## src/rtl/sm_to_float_encoder_pkg.sv

```systemverilog
// Shared types and default geometry for the sign-magnitude to compact-float encoder.
package float_enc_pkg;

  typedef enum logic [1:0] {
    IDLE  = 2'd0,
    NORM  = 2'd1,
    ROUND = 2'd2,
    DONE  = 2'd3
  } state_t;

  localparam int unsigned IN_WIDTH   = 12;
  localparam int unsigned EXP_WIDTH  = 3;
  localparam int unsigned MANT_WIDTH = 4;
  localparam int unsigned E_MAX      = 2**EXP_WIDTH - 1;
  localparam int unsigned C_INIT     = IN_WIDTH - MANT_WIDTH;

endpackage

```

## src/rtl/sm_to_float_encoder_round.sv

```systemverilog
// Round-half-up of the truncated significand, with renormalise on carry-out
// and saturation at the largest exponent.
module float_round_unit #(
  parameter int unsigned EXP_WIDTH  = 3,
  parameter int unsigned MANT_WIDTH = 4
) (
  input  logic [MANT_WIDTH-1:0] t,
  input  logic                  r,
  input  logic [EXP_WIDTH:0]    c,
  output logic [MANT_WIDTH-1:0] f,
  output logic [EXP_WIDTH-1:0]  e
);

  localparam logic [EXP_WIDTH:0] E_TOP = {1'b0, {EXP_WIDTH{1'b1}}};

  logic [EXP_WIDTH:0] c_inc;

  assign c_inc = c + 1'b1;

  always_comb begin
    f = t;
    e = c[EXP_WIDTH-1:0];
    if (r) begin
      if (t != '1) begin
        f = t + 1'b1;
      end else if (c < E_TOP) begin
        // Carry out of the significand: 1111+1 = 10000 -> 1000 one octave up.
        f = {1'b1, {(MANT_WIDTH-1){1'b0}}};
        e = c_inc[EXP_WIDTH-1:0];
      end else begin
        f = '1;
        e = '1;
      end
    end
  end

endmodule

```

## src/rtl/sm_to_float_encoder.sv

```systemverilog
// Serial normaliser: shifts the magnitude left one place per clock until the
// MSB is set or the exponent budget is spent, then rounds once.
module sm_to_float_encoder #(
  parameter int unsigned IN_WIDTH   = 12,
  parameter int unsigned EXP_WIDTH  = 3,
  parameter int unsigned MANT_WIDTH = 4
) (
  input  logic                  clk,
  input  logic                  rst,
  input  logic                  in_valid,
  output logic                  in_ready,
  input  logic                  S,
  input  logic [IN_WIDTH-1:0]   SM,
  output logic                  out_valid,
  input  logic                  out_ready,
  output logic                  S_out,
  output logic [EXP_WIDTH-1:0]  E,
  output logic [MANT_WIDTH-1:0] F
);

  import float_enc_pkg::*;

  localparam logic [EXP_WIDTH:0] C_START = (EXP_WIDTH+1)'(IN_WIDTH - MANT_WIDTH);

  state_t                  state;
  logic [IN_WIDTH-1:0]     w;
  logic [EXP_WIDTH:0]      c;
  logic [MANT_WIDTH-1:0]   f_rnd;
  logic [EXP_WIDTH-1:0]    e_rnd;

  assign in_ready  = (state == IDLE) && !rst;
  assign out_valid = (state == DONE);

  float_round_unit #(
    .EXP_WIDTH  (EXP_WIDTH),
    .MANT_WIDTH (MANT_WIDTH)
  ) u_round (
    .t (w[IN_WIDTH-1 -: MANT_WIDTH]),
    .r (w[IN_WIDTH-MANT_WIDTH-1]),
    .c (c),
    .f (f_rnd),
    .e (e_rnd)
  );

  always_ff @(posedge clk) begin
    if (rst) begin
      state <= IDLE;
      w     <= '0;
      c     <= '0;
      S_out <= 1'b0;
      E     <= '0;
      F     <= '0;
    end else begin
      case (state)
        IDLE: begin
          if (in_valid) begin
            w     <= SM;
            c     <= C_START;
            S_out <= S;
            state <= NORM;
          end
        end
        NORM: begin
          if (w[IN_WIDTH-1] || (c == '0)) begin
            state <= ROUND;
          end else begin
            w <= w << 1;
            c <= c - 1'b1;
          end
        end
        ROUND: begin
          F     <= f_rnd;
          E     <= e_rnd;
          state <= DONE;
        end
        DONE: begin
          if (out_ready) state <= IDLE;
        end
        default: state <= IDLE;
      endcase
    end
  end

endmodule

```

## config.mk

```make
export PLATFORM = sky130hd
export DESIGN_NAME = sm_to_float_encoder
export DESIGN_NICKNAME = d
export VERILOG_FILES = /design/src/rtl/sm_to_float_encoder_pkg.sv /design/src/rtl/sm_to_float_encoder_round.sv /design/src/rtl/sm_to_float_encoder.sv
export SDC_FILE = /design/constraint.sdc
export NUM_CORES = 1
export LEC_CHECK = 0
export CORE_MARGIN = 2
export CORE_UTILIZATION = 55
export DETAILED_ROUTE_END_ITERATION = 7
export PLACE_DENSITY = 0.84
export SLEW_MARGIN = 30
export SYNTH_ARGS = -nofsm -noshare
export SYNTH_HDL_FRONTEND = slang
export SYNTH_HIERARCHICAL = 1
export SYNTH_SLANG_ARGS = --single-unit
export TNS_END_PERCENT = 5
```

## constraint.sdc

```tcl
create_clock -name clk -period 3.2 [get_ports clk]
set_input_delay 0.32 -clock clk [delete_from_list [all_inputs] [get_ports clk]]
set_output_delay 0.32 -clock clk [all_outputs]
set_load 0.05 [all_outputs]
```

==> impl_results.md, run 1 <==
- Layout Nets: between 200 and 250
- Sequential area share after synthesis: 33.90%
- Fmax: 0.4054 GHz
- Crit path DAT: 2150 ps
- RSZ-0062 raised after global routing: no
- Die footprint: 0.003230 sq mm
- Cells along the critical path: inv_1, ha_1, nor2b_1, clkdlybuf4s50_1
- Vias in the first global route: 1305
- Worst hold slack: 489.9 ps
- R2R setup slack: 890 ps
- Max FO, Critical Path: 10
- Share of layout cells above drive strength 1: 9.091%
- Global route overflow: 0
- Synth-to-layout area growth: 19.72%
- Clk buf depth: 2
- Detailed-router iteration count before antenna repair: 4
- Internal Pwr Total: 919.8 uW
- Worst Path Buf+Inv: 2
- H-tree levels: 1
- CTS Hold Bufs: 0
- Syn_nets: around 190
- CP peak stage delay: roughly 800 ps
- Routability cong.: 0.8578
- Critical path's slowest cell: clkdlybuf4s50_1
- Outcome: finished clean
- Worst IR Drop VDD: 0.0006350 V
- Reg clk slew, reported paths: approximately 140 ps
- Setup Skew: 4.316 ps
- Post-DR vias/cell: around 6
- CTS tree: yes
- Starting density of the core: approximately 57%
- Required time worst endpoint: 2880 ps
- Largest net degree at the start of global routing: 29
- Worst Hold Class: register to register
- Net switching power: 751.4 uW
- Max-slew headroom: between 40 and 50%
- # setup viols final: 0
- Gr busiest metal: met2
- Chip width: 56.83 microns
- Met3 usage: 2.535%
- Die H: 56.83 microns
- Ant. Diodes: 0
- Setup bufs post-CTS: 0
- Synth warn: 6
- Slew Limit Fails: 0
- Top delay family on crit path: buffers and inverters
- Worst setup EP type: primary output
- Critical path startpoint category: register
- Core ar.: around 0.0027 sq mm
- Num CTS Buffers: 3
- Post-cts resize count: 0
- Final wirelength: approximately 3100 microns
- Worst Max-Slew Pin Slew: between 700 and 800 ps
- Synth area leader: dfxtp_1
- Post-synthesis register bit count: 26
- Sw Ratio: approximately 45%
- Comb power frac: 55.8%
- Setup CP Type: register to primary output
- Number of remaining DRC errors: 0
- Port-buffer cells: 26
- Vias post-DR: 1280
- M1 GR Usage: 24.36%
- Initial antenna violation count: 0
- Final-report hold violation count: 0
- Post-Syn Area per Cell: between 9 and 10 sq um
- Power Density: 909.2 mW/mm^2
- Worst skew pair latency: 330 ps
- Pleak: 0.7026 nW
- Row count: 19
- Post-synth cell types: 39
- Clock group share of total power: 10.2%
- Top-area cell type share of the netlist area: 33.90%
- Routed len/inst: 14.39 microns
- Grt met2 use: 40.53%
- Top cells by area, synth: dfxtp_1 (34%), mux2i_1 (14%), ha_1 (7.3%)
- CTS Sinks: 26
- Crit share post-route: 77.09%
- IO Count: 27
- DP HPWL: 2318 microns
- ANT nets after route: 0
- Initial DRC count: 22
- Clock Root Buffer: clkbuf_4
- Max-cap violations: 0
- Final Critical Period: 2467 ps
- Area of the mapped netlist: approximately 0.0015 sq mm
- First-pass GRT wire length: 5506 microns
- Sequential power share: 34.0%
- All-Layer GR Usage: 21.48%
- Gate Count Post-Synth: 165
- TNS Setup: 0 ps
==> cell families (layout without fill, tap and decap cells) <==
logic type | Yosys count | in the layout | share of synthesized area, %
buffers and inverters | 15 | 37 | 4.319
AND/OR/NAND/NOR | 53 | 53 | 18.74
XOR/XNOR | 1 | 1 | 0.5706
flip-flops | 26 | 26 | 33.90
AO/OA/AOI/OAI | 37 | 37 | 19.07
adder cells (fa/ha/maj) | 9 | 9 | 7.335
multiplexers | 24 | 24 | 16.06
==> worst paths after layout <==
check	start	to	depth (start not counted)
min reg2reg	S_out	S_out	2
max	state[1]	in_ready	4
min	S_out	S_out	2
max reg2reg	state[1]	c[3]	7
==> area by class of cell <==
cell class / instances / area (sq um)
multi-input combinational: 124 / 948.4
fill: 231 / 872.1
sequential: 26 / 520.5
timing repair buffer: 28 / 275.3
tap: 31 / 38.79
clock buffer: 4 / 36.28
inverter: 5 / 18.77
==> power groups by stage <==
stage	sequential, mW	clock, mW	combinational (mW)
global route	0.585	0.183	1.04
CTS	0.567	0.174	0.936
detailed placement	0.573	0	0.930
finish	0.568	0.171	0.932
global placement	0.562	0	0.885
floorplan	0.560	0	0.752
==> flip-flops by register name, summed over array words and instances, names as in the netlist <==
name and count:
S_out 1, c 4, w 12, F 4, state 2, E 3
==> Yosys cell counts (all sizes together) <==
cell and n:
dfxtp 26, nor2 26, mux2i 22, a211oi 11
a21oi 9, ha 9, buf 6, inv 5
nand2b 5, clkbuf 4, nand2 4, nor2b 4
o21ai 4, nand4 3, nor3 3, a311oi 2
mux2 2, nand3 2, nand3b 2, o31a 2
a211o 1, a21o 1, a221oi 1, a41o 1
and2 1, and3 1, nor3b 1, o21a 1
o21bai 1, o22ai 1, o311ai 1, o31ai 1
or3b 1, xnor2 1
==> worst register-to-register path, delay by kind of cell, from the launching register on <==
kind                       cells  cell delay, ps
and+or+nand+nor                1             200
adders and majority gates      1             150
AOI/OAI and AO/OA              3            1120
DFF                            1             380
buffers and inverters          2             380
==> cells in the final DEF, fill, tap and decap left out, types with 2 or more instances in the layout <==
cell type	synthesis	routed
mux2i_1	22	22
inv_1	5	5
nand3b_1	2	2
buf_4	1	2
nand3_1	2	2
a211oi_1	10	10
a21oi_1	9	9
nor2_1	26	26
nand4_1	2	2
clkbuf_4	0	3
a311oi_1	2	2
clkdlybuf4s50_1	0	26
ha_1	9	9
nand2_1	4	4
nor3_1	3	3
nand2b_1	5	5
nor2b_1	3	3
o21ai_0	4	4
dfxtp_1	26	26
o31a_1	2	2
==> metal layers <==
metal,up-vias,share of wire [%]
li1,636,-
met1,612,45
met2,26,51
met3,6,2.6
met4,0,1.4
met5,-,0
==> metrics by stage <==
stage | instances | setup WS, ps | cell area (sq um) | utilization (%) | power (mW)
after floorplan | 165 | 1446 | 1535 | - | 1.312
after global placement | 214 | 1065 | 1802 | 66.48 | 1.447
after detailed placement | 214 | 949.9 | 1802 | 66.48 | 1.503
after CTS | 218 | 710.3 | 1838 | 67.82 | 1.677
after global routing | 218 | 643.4 | 1838 | 67.82 | 1.809
final | 218 | 733.1 | 1838 | 67.82 | 1.671
Power figures use the tool's default switching activity.
==> inputs of run 2 (changes only) <==
--- a/config.mk
+++ b/config.mk
@@ -6,9 +6,9 @@
 export NUM_CORES = 1
 export LEC_CHECK = 0
 export CORE_MARGIN = 2
-export CORE_UTILIZATION = 55
+export CORE_UTILIZATION = 47
 export DETAILED_ROUTE_END_ITERATION = 7
-export PLACE_DENSITY = 0.84
+export PLACE_DENSITY = 0.76
 export SLEW_MARGIN = 30
 export SYNTH_ARGS = -nofsm -noshare
 export SYNTH_HDL_FRONTEND = slang
==> constraint.sdc (replaced) <==
create_clock -name clk -period 2 [get_ports clk]
set_input_delay 0.2 -clock clk [delete_from_list [all_inputs] [get_ports clk]]
set_output_delay 0.2 -clock clk [all_outputs]
set_load 0.05 [all_outputs]
==> impl_results.md, run 2 (same netlist as run 1, synthesis figures left out) <==
- Outcome: finished clean (unchanged)
- Required time worst endpoint: 2240 ps (was 2880 ps)
- All-Layer GR Usage: 17.89% (was 21.48%)
- Final Util: 61.42% (was 67.82%)
- Num CTS Buffers: 3 (unchanged)
- Row count: 20 (was 19)
- Final Critical Period: 1858 ps
- Number of remaining DRC errors: 0 (unchanged)
- Synth-to-layout area growth: 23.15% (was 19.72%)
- DP HPWL: 2293 microns (was 2318 microns)
- Vias in the first global route: 1161 (was 1305)
- Critical path startpoint category: register (unchanged)
- Critical path's slowest cell: dfxtp_1 (was clkdlybuf4s50_1)
- Max FO, Critical Path: 20 (was 10)
- CTS tree: yes (unchanged)
- Worst Hold Class: input port to register (was register to register)
- ANT nets after route: 0 (unchanged)
- Global route overflow: 0 (unchanged)
- Hold path startpoint: S (was S_out)
- Chip width: 61.15 microns (was 56.83 microns)
- FF-to-FF path depth: 7 (unchanged)
- Layout Nets: 216 (was 214)
- Top flop regs: w: 12 flops, F: 4 flops, c: 4 flops (unchanged)
- Most common cell after layout, fill and taps aside: nor2_1
- CTS Sinks: 26 (unchanged)
- Core ar.: 0.003078 sq mm (was 0.002710 sq mm)
- R2R setup slack: 140 ps (was 890 ps)
- CTS Hold Bufs: 0 (unchanged)
- First-pass GRT wire length: 5030 microns (was 5506 microns)
- Final wirelength: 2995 microns (was 3138 microns)
- Final-report hold violation count: 0 (unchanged)
- Setup bufs post-CTS: 0 (unchanged)
- Critical R2R Capture: w[4] (was c[3])
- Share of layout cells above drive strength 1: 11.64% (was 9.091%)
- CP peak stage delay: 430 ps (was 800 ps)
- Initial DRC count: 48 (was 22)
- Crit path DAT: 2100 ps (was 2150 ps)
- Post-cts resize count: 0 (unchanged)
- TNS Setup: 0 ps (unchanged)
- Top reg by flops: w (unchanged)
- # setup viols final: 0 (unchanged)
- Fmax: 0.5383 GHz
- RSZ-0062 raised after global routing: no (unchanged)
- Setup CP Type: register to register (was register to primary output)
- Max reg flops: 12 (unchanged)
- Worst Max-Slew Pin Slew: 500.4 ps (was 758.0 ps)
- H-tree levels: 1 (unchanged)
- Worst skew pair latency: 330 ps (about the same)
- Max-slew headroom: 66.53% (was 49.47%)
- Slew Limit Fails: 0 (unchanged)
- Vias post-DR: 1232 (was 1280)
- Port-buffer cells: 26 (unchanged)
- Initial antenna violation count: 0 (unchanged)
- Routability cong.: 0.7678 (was 0.8578)
- Cells along the critical path: inv_1, ha_1, nor3b_2, o31ai_4, buf_12, nor2_1, a211oi_1 (was inv_1, ha_1, nor2b_1, clkdlybuf4s50_1)
- Detailed-router iteration count before antenna repair: 4 (unchanged)
- Largest net degree at the start of global routing: 21 (was 29)
- Worst Hold Depth: 3 (was 2)
- Setup Skew: 3.748 ps (was 4.316 ps)
- Ant. Diodes: 0 (unchanged)
- Routed len/inst: 12.85 microns (was 14.39 microns)
- Pleak: 0.7237 nW (was 0.7026 nW)
- Crit share post-route: 92.89%
- Die footprint: 0.003739 sq mm (was 0.003230 sq mm)
- IO Count: 27 (unchanged)
- Reg clk slew, reported paths: 140 ps (about the same)
- Starting density of the core: 49.88% (was 56.65%)
- Power Density: 1455 mW/mm^2 (was 909.2 mW/mm^2)
- Die H: 61.15 microns (was 56.83 microns)
- Post-DR vias/cell: 5.288 (was 5.872)
- Worst IR Drop VDD: 0.0008027 V (was 0.0006350 V)
- Hold worst-path end: S_out (unchanged)
- Max-cap violations: 0 (unchanged)
- Clk buf depth: 2 (unchanged)
- Clock Root Buffer: clkbuf_4 (unchanged)
- Reg2reg start: c[1] (was state[1])
- Most frequent cells in the layout: nor2_1 (26), dfxtp_1 (25), clkdlybuf4s50_1 (24) (was dfxtp_1 (26), nor2_1 (26), clkdlybuf4s50_1 (26))
- Worst setup EP type: register (was primary output)
## run 2: critical path: cells and delay by family, from the launching register on
| kind | cells | cell delay [ps] |
|---|---|---|
| AO/OA/AOI/OAI | 2 | 580 |
| flip-flops | 1 | 430 |
| adder cells (fa/ha/maj) | 1 | 200 |
| AND/OR/NAND/NOR | 2 | 250 |
| buffers and inverters | 2 | 310 |
## run 2: how the worst max path moves through the flow
stage               startpoint       end  slack (ps)
floorplan             state[0]  in_ready         370
global placement      in_valid      w[1]         260
detailed placement        c[0]      w[4]         140
CTS                       c[0]      w[4]         100
global route              c[1]      w[4]          10
finish                    c[1]      w[4]         140
## run 2: report_power, final
part | leakage (nW) | switching (mW) | total (mW) | internal, mW
sequential | 0.213 | 0.213 | 0.907 | 0.693
combinational | 0.489 | 0.826 | 1.57 | 0.742
clock | 0.0210 | 0.165 | 0.277 | 0.112
total | 0.724 | 1.20 | 2.75 | 1.55
## run 2: routing by layer
layer  GRT usage [%]  wire length, microns  up-vias
li1                -                     -      645
met5               0                     0        -
met2           29.64                  1418       20
met1           23.35                  1438      560
met3           2.311                    88        7
met4           7.764                    50        0
## run 2: area by class of cell
type | count | area [sq um]
fill | 270 | 1187
multi-input combinational | 124 | 948.4
clock buffer | 4 | 36.28
tap | 44 | 55.05
sequential | 26 | 521.8
timing repair buffer | 30 | 310.3
inverter | 5 | 18.77
## run 2: metrics by stage
step | power [mW] | instance area [sq um] | hold WS [ps] | cells | setup slack, ps
floorplan | 2.099 | 1535 | 316.1 | 165 | 365.8
global placement | 2.420 | 1853 | 442.8 | 229 | 262.0
detailed placement | 2.485 | 1853 | 466.3 | 229 | 144.4
CTS | 2.771 | 1889 | 413.9 | 233 | 102.0
global route | 2.969 | 1891 | 436.3 | 233 | 10.55
finish | 2.751 | 1891 | 430.1 | 233 | 142.3
